## src/rtl/mips_defs.sv

```systemverilog
// Shared definitions for the multicycle MIPS controller: opcode/funct constants,
// ALU control codes, FSM state encodings and the per-state control word.
package mips_defs;

  localparam logic [5:0] OP_RTYPE = 6'b000000;
  localparam logic [5:0] OP_LW    = 6'b100011;
  localparam logic [5:0] OP_SW    = 6'b101011;
  localparam logic [5:0] OP_BEQ   = 6'b000100;
  localparam logic [5:0] OP_ADDI  = 6'b001000;
  localparam logic [5:0] OP_J     = 6'b000010;

  localparam logic [5:0] FN_ADD = 6'b100000;
  localparam logic [5:0] FN_SUB = 6'b100010;
  localparam logic [5:0] FN_AND = 6'b100100;
  localparam logic [5:0] FN_OR  = 6'b100101;
  localparam logic [5:0] FN_SLT = 6'b101010;

  localparam logic [2:0] ALU_ADD = 3'b010;
  localparam logic [2:0] ALU_SUB = 3'b110;
  localparam logic [2:0] ALU_AND = 3'b000;
  localparam logic [2:0] ALU_OR  = 3'b001;
  localparam logic [2:0] ALU_SLT = 3'b111;

  // ALUOP_OFF forces alucontrol to 000 so IDLE/illegal states drive all-zero outputs
  localparam logic [1:0] ALUOP_ADD   = 2'b00;
  localparam logic [1:0] ALUOP_SUB   = 2'b01;
  localparam logic [1:0] ALUOP_FUNCT = 2'b10;
  localparam logic [1:0] ALUOP_OFF   = 2'b11;

  typedef enum logic [3:0] {
    S_IDLE    = 4'd0,
    S_FETCH   = 4'd1,
    S_DECODE  = 4'd2,
    S_MEMADR  = 4'd3,
    S_MEMRD   = 4'd4,
    S_MEMWB   = 4'd5,
    S_MEMWR   = 4'd6,
    S_EXECUTE = 4'd7,
    S_ALUWB   = 4'd8,
    S_BRANCH  = 4'd9,
    S_ADDIEX  = 4'd10,
    S_ADDIWB  = 4'd11,
    S_JUMP    = 4'd12
  } state_e;

  typedef struct packed {
    logic       iord;
    logic       memwrite;
    logic       irwrite;
    logic       pcwrite;
    logic       branch;
    logic       regwrite;
    logic       regdst;
    logic       memtoreg;
    logic       alusrca;
    logic [1:0] alusrcb;
    logic [1:0] pcsrc;
    logic [1:0] aluop;
    logic       retire;
    logic       mem_gate;    // irwrite/pcwrite/retire qualified by mem_ready
    logic       chk_opcode;  // flag unknown opcodes as illegal in this state
  } ctrl_t;

  function automatic ctrl_t state_ctrl(state_e s);
    ctrl_t c;
    c       = '0;
    c.aluop = ALUOP_ADD;
    case (s)
      S_FETCH: begin
        c.alusrcb  = 2'b01;
        c.irwrite  = 1'b1;
        c.pcwrite  = 1'b1;
        c.mem_gate = 1'b1;
      end
      S_DECODE: begin
        c.alusrcb    = 2'b11;
        c.chk_opcode = 1'b1;
      end
      S_MEMADR: begin
        c.alusrca = 1'b1;
        c.alusrcb = 2'b10;
      end
      S_MEMRD: c.iord = 1'b1;
      S_MEMWB: begin
        c.memtoreg = 1'b1;
        c.regwrite = 1'b1;
        c.retire   = 1'b1;
      end
      S_MEMWR: begin
        c.iord     = 1'b1;
        c.memwrite = 1'b1;
        c.retire   = 1'b1;
        c.mem_gate = 1'b1;
      end
      S_EXECUTE: begin
        c.alusrca = 1'b1;
        c.aluop   = ALUOP_FUNCT;
      end
      S_ALUWB: begin
        c.regdst   = 1'b1;
        c.regwrite = 1'b1;
        c.retire   = 1'b1;
      end
      S_BRANCH: begin
        c.alusrca = 1'b1;
        c.aluop   = ALUOP_SUB;
        c.branch  = 1'b1;
        c.pcsrc   = 2'b01;
        c.retire  = 1'b1;
      end
      S_ADDIEX: begin
        c.alusrca = 1'b1;
        c.alusrcb = 2'b10;
      end
      S_ADDIWB: begin
        c.regwrite = 1'b1;
        c.retire   = 1'b1;
      end
      S_JUMP: begin
        c.pcsrc   = 2'b10;
        c.pcwrite = 1'b1;
        c.retire  = 1'b1;
      end
      default: c.aluop = ALUOP_OFF;
    endcase
    return c;
  endfunction

  function automatic logic opcode_known(logic [5:0] op);
    return (op == OP_LW) || (op == OP_SW) || (op == OP_RTYPE) ||
           (op == OP_BEQ) || (op == OP_ADDI) || (op == OP_J);
  endfunction

endpackage

```

## src/rtl/multicycle_controller_if.sv

```systemverilog
// Control bus between the multicycle controller (master) and the datapath (slave).
interface multicycle_controller_if;
  logic [5:0] opcode;
  logic [5:0] funct;
  logic       zero;
  logic       mem_ready;
  logic       iord;
  logic       memwrite;
  logic       irwrite;
  logic       pcen;
  logic       regwrite;
  logic       regdst;
  logic       memtoreg;
  logic       alusrca;
  logic [1:0] alusrcb;
  logic [1:0] pcsrc;
  logic [2:0] alucontrol;
  logic       retire;
  logic       illegal;

  modport master (
    input  opcode, funct, zero, mem_ready,
    output iord, memwrite, irwrite, pcen, regwrite, regdst, memtoreg,
           alusrca, alusrcb, pcsrc, alucontrol, retire, illegal
  );

  modport slave (
    output opcode, funct, zero, mem_ready,
    input  iord, memwrite, irwrite, pcen, regwrite, regdst, memtoreg,
           alusrca, alusrcb, pcsrc, alucontrol, retire, illegal
  );
endinterface

```

## src/rtl/alu_decoder.sv

```systemverilog
// Maps the controller's aluop and the instruction funct field to an ALU control code.
module alu_decoder
  import mips_defs::*;
(
  input  logic [1:0] aluop,
  input  logic [5:0] funct,
  output logic [2:0] alucontrol,
  output logic       illegal_funct
);

  always_comb begin
    alucontrol    = ALU_ADD;
    illegal_funct = 1'b0;
    case (aluop)
      ALUOP_ADD: alucontrol = ALU_ADD;
      ALUOP_SUB: alucontrol = ALU_SUB;
      ALUOP_FUNCT: begin
        case (funct)
          FN_ADD:  alucontrol = ALU_ADD;
          FN_SUB:  alucontrol = ALU_SUB;
          FN_AND:  alucontrol = ALU_AND;
          FN_OR:   alucontrol = ALU_OR;
          FN_SLT:  alucontrol = ALU_SLT;
          default: illegal_funct = 1'b1;
        endcase
      end
      default: alucontrol = 3'b000;
    endcase
  end

endmodule

```

## src/rtl/multicycle_controller.sv

```systemverilog
// Main control FSM for the multicycle MIPS datapath; the control word is registered
// from the next state, only mem_ready gating, zero and illegal detection are combinational.
module multicycle_controller
  import mips_defs::*;
#(
  parameter int STATE_W     = 4,
  parameter bit MEM_WAIT_EN = 1'b1
) (
  input  logic                    clk,
  input  logic                    rst_n,
  multicycle_controller_if.master bus
);

  if (STATE_W != $bits(state_e)) begin : g_state_w_check
    $error("STATE_W must match the width of state_e");
  end

  state_e     state_reg;
  state_e     state_next;
  ctrl_t      ctrl_reg;
  logic       mem_ok;
  logic       gate_ok;
  logic [2:0] alu_ctl;
  logic       illegal_funct;

  if (MEM_WAIT_EN) begin : g_mem_wait
    assign mem_ok = bus.mem_ready;
  end else begin : g_no_mem_wait
    assign mem_ok = 1'b1;
  end

  always_comb begin
    state_next = state_reg;
    case (state_reg)
      S_IDLE:   state_next = S_FETCH;
      S_FETCH:  state_next = mem_ok ? S_DECODE : S_FETCH;
      S_DECODE: begin
        case (bus.opcode)
          OP_LW, OP_SW: state_next = S_MEMADR;
          OP_RTYPE:     state_next = S_EXECUTE;
          OP_BEQ:       state_next = S_BRANCH;
          OP_ADDI:      state_next = S_ADDIEX;
          OP_J:         state_next = S_JUMP;
          default:      state_next = S_FETCH;
        endcase
      end
      S_MEMADR:  state_next = (bus.opcode == OP_LW) ? S_MEMRD : S_MEMWR;
      S_MEMRD:   state_next = mem_ok ? S_MEMWB : S_MEMRD;
      S_MEMWB:   state_next = S_FETCH;
      S_MEMWR:   state_next = mem_ok ? S_FETCH : S_MEMWR;
      S_EXECUTE: state_next = S_ALUWB;
      S_ALUWB:   state_next = S_FETCH;
      S_BRANCH:  state_next = S_FETCH;
      S_ADDIEX:  state_next = S_ADDIWB;
      S_ADDIWB:  state_next = S_FETCH;
      S_JUMP:    state_next = S_FETCH;
      default:   state_next = S_IDLE;
    endcase
  end

  always_ff @(posedge clk) begin
    if (!rst_n) begin
      state_reg <= S_IDLE;
      ctrl_reg  <= state_ctrl(S_IDLE);
    end else begin
      state_reg <= state_next;
      ctrl_reg  <= state_ctrl(state_next);
    end
  end

  alu_decoder u_alu_decoder (
    .aluop         (ctrl_reg.aluop),
    .funct         (bus.funct),
    .alucontrol    (alu_ctl),
    .illegal_funct (illegal_funct)
  );

  assign gate_ok = ~ctrl_reg.mem_gate | mem_ok;

  assign bus.iord       = ctrl_reg.iord;
  assign bus.memwrite   = ctrl_reg.memwrite;
  assign bus.irwrite    = ctrl_reg.irwrite & gate_ok;
  assign bus.pcen       = (ctrl_reg.pcwrite & gate_ok) | (ctrl_reg.branch & bus.zero);
  assign bus.regwrite   = ctrl_reg.regwrite;
  assign bus.regdst     = ctrl_reg.regdst;
  assign bus.memtoreg   = ctrl_reg.memtoreg;
  assign bus.alusrca    = ctrl_reg.alusrca;
  assign bus.alusrcb    = ctrl_reg.alusrcb;
  assign bus.pcsrc      = ctrl_reg.pcsrc;
  assign bus.alucontrol = alu_ctl;
  assign bus.retire     = ctrl_reg.retire & gate_ok;
  assign bus.illegal    = (ctrl_reg.chk_opcode & ~opcode_known(bus.opcode)) | illegal_funct;

endmodule
```

## src/flat_wrapper.sv

```systemverilog
// flat-port wrapper written by rule: the top's interface ports become plain ports
module multicycle_controller_flat import mips_defs::*;
#(
  parameter int STATE_W     = 4,
  parameter bit MEM_WAIT_EN = 1'b1
)
  (clk, rst_n, bus_opcode, bus_funct, bus_zero, bus_mem_ready, bus_iord, bus_memwrite, bus_irwrite, bus_pcen, bus_regwrite, bus_regdst, bus_memtoreg, bus_alusrca, bus_alusrcb, bus_pcsrc, bus_alucontrol, bus_retire, bus_illegal);
  multicycle_controller_if bus_i ();
  input  logic clk;
  input  logic rst_n;
  input wire logic [$bits(bus_i.opcode)-1:0] bus_opcode;
  input wire logic [$bits(bus_i.funct)-1:0] bus_funct;
  input wire logic [$bits(bus_i.zero)-1:0] bus_zero;
  input wire logic [$bits(bus_i.mem_ready)-1:0] bus_mem_ready;
  output wire logic [$bits(bus_i.iord)-1:0] bus_iord;
  output wire logic [$bits(bus_i.memwrite)-1:0] bus_memwrite;
  output wire logic [$bits(bus_i.irwrite)-1:0] bus_irwrite;
  output wire logic [$bits(bus_i.pcen)-1:0] bus_pcen;
  output wire logic [$bits(bus_i.regwrite)-1:0] bus_regwrite;
  output wire logic [$bits(bus_i.regdst)-1:0] bus_regdst;
  output wire logic [$bits(bus_i.memtoreg)-1:0] bus_memtoreg;
  output wire logic [$bits(bus_i.alusrca)-1:0] bus_alusrca;
  output wire logic [$bits(bus_i.alusrcb)-1:0] bus_alusrcb;
  output wire logic [$bits(bus_i.pcsrc)-1:0] bus_pcsrc;
  output wire logic [$bits(bus_i.alucontrol)-1:0] bus_alucontrol;
  output wire logic [$bits(bus_i.retire)-1:0] bus_retire;
  output wire logic [$bits(bus_i.illegal)-1:0] bus_illegal;
  assign bus_i.opcode = bus_opcode;
  assign bus_i.funct = bus_funct;
  assign bus_i.zero = bus_zero;
  assign bus_i.mem_ready = bus_mem_ready;
  assign bus_iord = bus_i.iord;
  assign bus_memwrite = bus_i.memwrite;
  assign bus_irwrite = bus_i.irwrite;
  assign bus_pcen = bus_i.pcen;
  assign bus_regwrite = bus_i.regwrite;
  assign bus_regdst = bus_i.regdst;
  assign bus_memtoreg = bus_i.memtoreg;
  assign bus_alusrca = bus_i.alusrca;
  assign bus_alusrcb = bus_i.alusrcb;
  assign bus_pcsrc = bus_i.pcsrc;
  assign bus_alucontrol = bus_i.alucontrol;
  assign bus_retire = bus_i.retire;
  assign bus_illegal = bus_i.illegal;
  multicycle_controller #(.STATE_W(STATE_W), .MEM_WAIT_EN(MEM_WAIT_EN)) u_core (.clk(clk), .rst_n(rst_n), .bus(bus_i));
endmodule
```

## config.mk

```make
export PLATFORM = sky130hd
export DESIGN_NAME = multicycle_controller_flat
export DESIGN_NICKNAME = d
export VERILOG_FILES = /design/src/rtl/mips_defs.sv /design/src/rtl/multicycle_controller_if.sv /design/src/rtl/alu_decoder.sv /design/src/rtl/multicycle_controller.sv /design/src/flat_wrapper.sv
export SDC_FILE = /design/constraint.sdc
export NUM_CORES = 1
export LEC_CHECK = 0
export ABC_AREA = 1
export CAP_MARGIN = 20
export CORE_MARGIN = 2
export CORE_UTILIZATION = 62
export DETAILED_ROUTE_END_ITERATION = 12
export DONT_BUFFER_PORTS = 1
export GPL_TIMING_DRIVEN = 1
export PLACE_DENSITY = 0.77
export RECOVER_POWER = 25
export REMOVE_ABC_BUFFERS = 1
export SETUP_SLACK_MARGIN = 0.2
export SYNTH_ARGS = -nofsm -noshare
export SYNTH_HDL_FRONTEND = slang
export SYNTH_SLANG_ARGS = --single-unit
export TNS_END_PERCENT = 50
```

## constraint.sdc

```tcl
create_clock -name clk -period 2.2 [get_ports clk]
set_input_delay 0.66 -clock clk [delete_from_list [all_inputs] [get_ports clk]]
set_output_delay 0.66 -clock clk [all_outputs]
set_load 0.01 [all_outputs]
```

==> run_results.csv <==
group,metric,value,unit
outcome,outcome,"complete, no violations",
power,power_frac_clock,21.7,%
power,p_leak,0.718,nW
logic_synthesis,synth_top_flop_cell,"dfxtp_1",
logic_synthesis,yosysMostFrequentCell,"nand2_1",
hold_path,hp-start,"rst_n",
logic_synthesis,netlist_area,1370,µm²
worst_setup_path,max_stage_delay,0.15,ns
timing,fin_crit,2.15,ns
clocking,cts_tree,"built",
routing,postRouteAntennaNets,0,
global_routing,grt_pass1_wl,4510,µm
floorplanning,die_h,51.1,µm
clocking,numClockSinks,21,
logic_synthesis,synthArstFlopShare,0,%
timing,finalWorstSetupSlack,0.0547,ns
timing,grt_setup_unrepaired,"yes",
final_layout,antenna_cells,0,
final_layout,fill_cells,173,
routing,drt-vias-per-instance,5.35,
logic_synthesis,synth_top_area_share,30.6,%
worst_setup_path,cp_slowest_cell,"o21ai_2",
timing,hold_slack,0.431,ns
worst_setup_path,cp_data_arrival_time,1.49,ns
routing,drtPass1Iterations,5,
logic_synthesis,post_synth_most_frequent_cells,"nand2_1, nor2_1, dfxtp_1, inv_1, nand3_1",
timing,slew_headroom,72.5,%
floorplanning,die_w,51.1,µm
power,p_seq_share,52.6,%
routing,vias,1209,
floorplanning,core-area,2150,µm²
floorplanning,initial_utilization,63.9,%
power,power_per_cell_area,558,nW/µm²
logic_synthesis,yosysWarnings,0,
worst_setup_path,crit_buf_inv,3,
clocking,clock_latency,0.30,ns
power,p_comb_share,25.7,%
routing,drt_iter0_drc,27,
worst_setup_path,cp.required,1.54,ns
logic_synthesis,synth_top_cell_by_area,"dfxtp_1",
final_layout,layout-drive-gt1-share,30.3,%
placement,post-dp-hpwl,2190,µm
final_layout,layout.nets,215,
global_routing,grt_usage,22.8,%
logic_synthesis,yosysUniqueCellTypes,33,
worst_setup_path,startpoint_type,"primary input",
power,p_sw,0.261,mW
timing,setup-violations-final,0,
placement,dp_slack,-0.0813,ns
final_layout,largest_reg_flops,8,
clocking,htree_levels,1,
logic_synthesis,syn_area_per_cell,7.11,µm²
routing,route.detailed.drc,0,
power,total_power,0.812,mW
final_layout,final_util,67.7,%
worst_setup_path,cp_top_family,"compound AO/OA/AOI/OAI gates",
global_routing,grt_pass1_vias,1132,
routing,avgRoutedWirePerCell,12.2,µm
worst_setup_path,crit_start,"bus_funct[1]",
worst_setup_path,end_kind,"output port",
timing,slew_viol_final,0,
job,max-cap-violations,0,
timing,fmax,466,MHz
timing,finalHoldViolations,0,
routing,routed_wl,2750,µm
worst_setup_path,crit_fanout,2,
worst_setup_path,worstReg2RegStart,"u_core.state_reg[2]$_SDFF_PN0_",
clocking,clk_pin_slew,0.10,ns
placement,port_buffers,0,
timing,fin_crit_sh,97.5,%
power,internal-power,0.551,mW
logic_synthesis,synth_top_cells_by_area,"dfxtp_1, nand2_1, nor2_1, nand3_2, inv_1",
placement,gp_congestion,0.992,
timing,worst_pin_slew,0.410,ns
clocking,clock_path_buffers,2,
clocking,cts_root_buf,"clkbuf_4",
hold_path,hp-class,"in -> reg",
floorplanning,io_pins,33,
logic_synthesis,synthCells,193,
timing,fin_skew,0.00474,ns
global_routing,grt_max_degree,13,
worst_setup_path,worstPathCellList,"inv_4, nor2_2, nand3_1, o21ai_2, inv_2, nand2_2, o21a_1, o21ai_1, buf_4",
final_layout,area_growth,6.02,%
power,p_sw_share,32.1,%
floorplanning,die_area,2610,µm²
logic_synthesis,synth-edff-count,0,
logic_synthesis,synth-seq-area-share,30.6,%
logic_synthesis,synth_seq_cells,21,
global_routing,gr-total-overflow,0,
floorplanning,rows,17,
power,ir_drop,0.330,mV
global_routing,antenna_found_initial,0,
clocking,cts_made_buffers,3,
worst_setup_path,path_class,"in -> out",
## metal layers
layer  vias up  global-route usage [%]  share of wire, %
met4         0                    8.56              0.91
met3         6                    5.26               6.1
li1        617                       -                 -
met2        43                    41.8                51
met5         -                       0                 0
met1       543                    25.2                42
## worst paths after layout
kind	endpoint	slack [ns]	cells after the start
max reg2reg	u_core.ctrl_reg[2]$_SDFF_PN0_	0.49	11
max	bus_alucontrol[1]	0.05	9
min	u_core.ctrl_reg[4]$_SDFF_PN1_	0.43	1
min reg2reg	u_core.ctrl_reg[3]$_SDFF_PN1_	0.62	2
## stage by stage
step           setup TNS, ns  instances  cell area (µm²)
2_1_floorplan              0        188             1320
3_3_place_gp               0        221             1400
3_5_place_dp         -0.0813        221             1400
4_1_cts                    0        226             1440
5_1_grt              -0.0135        226             1460
6_report                   0        226             1460
## kinds of logic (layout without fill, tap and decap cells)
| logic type | after synthesis | in the layout | synth area share [%] |
|---|---|---|---|
| buf+inv | 36 | 41 | 12.5 |
| compound gates | 19 | 19 | 8.39 |
| flops | 21 | 21 | 30.6 |
| simple gates | 117 | 117 | 48.5 |
## area by class of cell
cell class / count / area (µm²) / area share [%]
multi-input combinational: 136 / 801 / 55.0
sequential: 21 / 420 / 28.9
inverter: 31 / 126 / 8.68
timing repair buffer: 6 / 45.0 / 3.10
tap: 28 / 35.0 / 2.41
clock buffer: 3 / 22.5 / 1.55
clock inverter: 1 / 5.00 / 0.344
## cells in the final DEF, fill, tap and decap left out, types with 4 or more instances in the layout
cell	synthesis	final
nand2_2	9	9
buf_4	4	6
nor2_4	5	6
inv_1	21	19
nand2_1	33	32
o21ai_1	4	5
inv_2	7	7
nand3_1	11	12
dfxtp_1	21	21
nor2_2	6	6
nor3_1	4	4
nor2_1	30	29
nand3_2	8	7
## power by group through the flow
stage	clock network [mW]	registers, mW	logic [mW]
2_1_floorplan	0	0.433	0.164
3_3_place_gp	0	0.436	0.197
3_5_place_dp	0	0.436	0.202
4_1_cts	0.180	0.427	0.207
5_1_grt	0.192	0.430	0.232
6_report	0.176	0.427	0.209
## timing repair
action	in CTS	in global routing
pin swaps	6	11
setup buffers	1	0
resized for setup	9	10
setup endpoints to repair	3	4
hold buffers	0	0
## worst register-to-register path, cell delays in order, from the launching register on
cell and delay (ns):
dfxtp_1 0.44, inv_1 0.10, nor2_1 0.30, nand3_1 0.14, nand2_1 0.08, nor2_1 0.04
nand3_1 0.21, nor2_4 0.08, nand2_4 0.08, nand2_2 0.05, nand2_1 0.05, nand2_1 0.05
(Power assumes the default switching activity.)
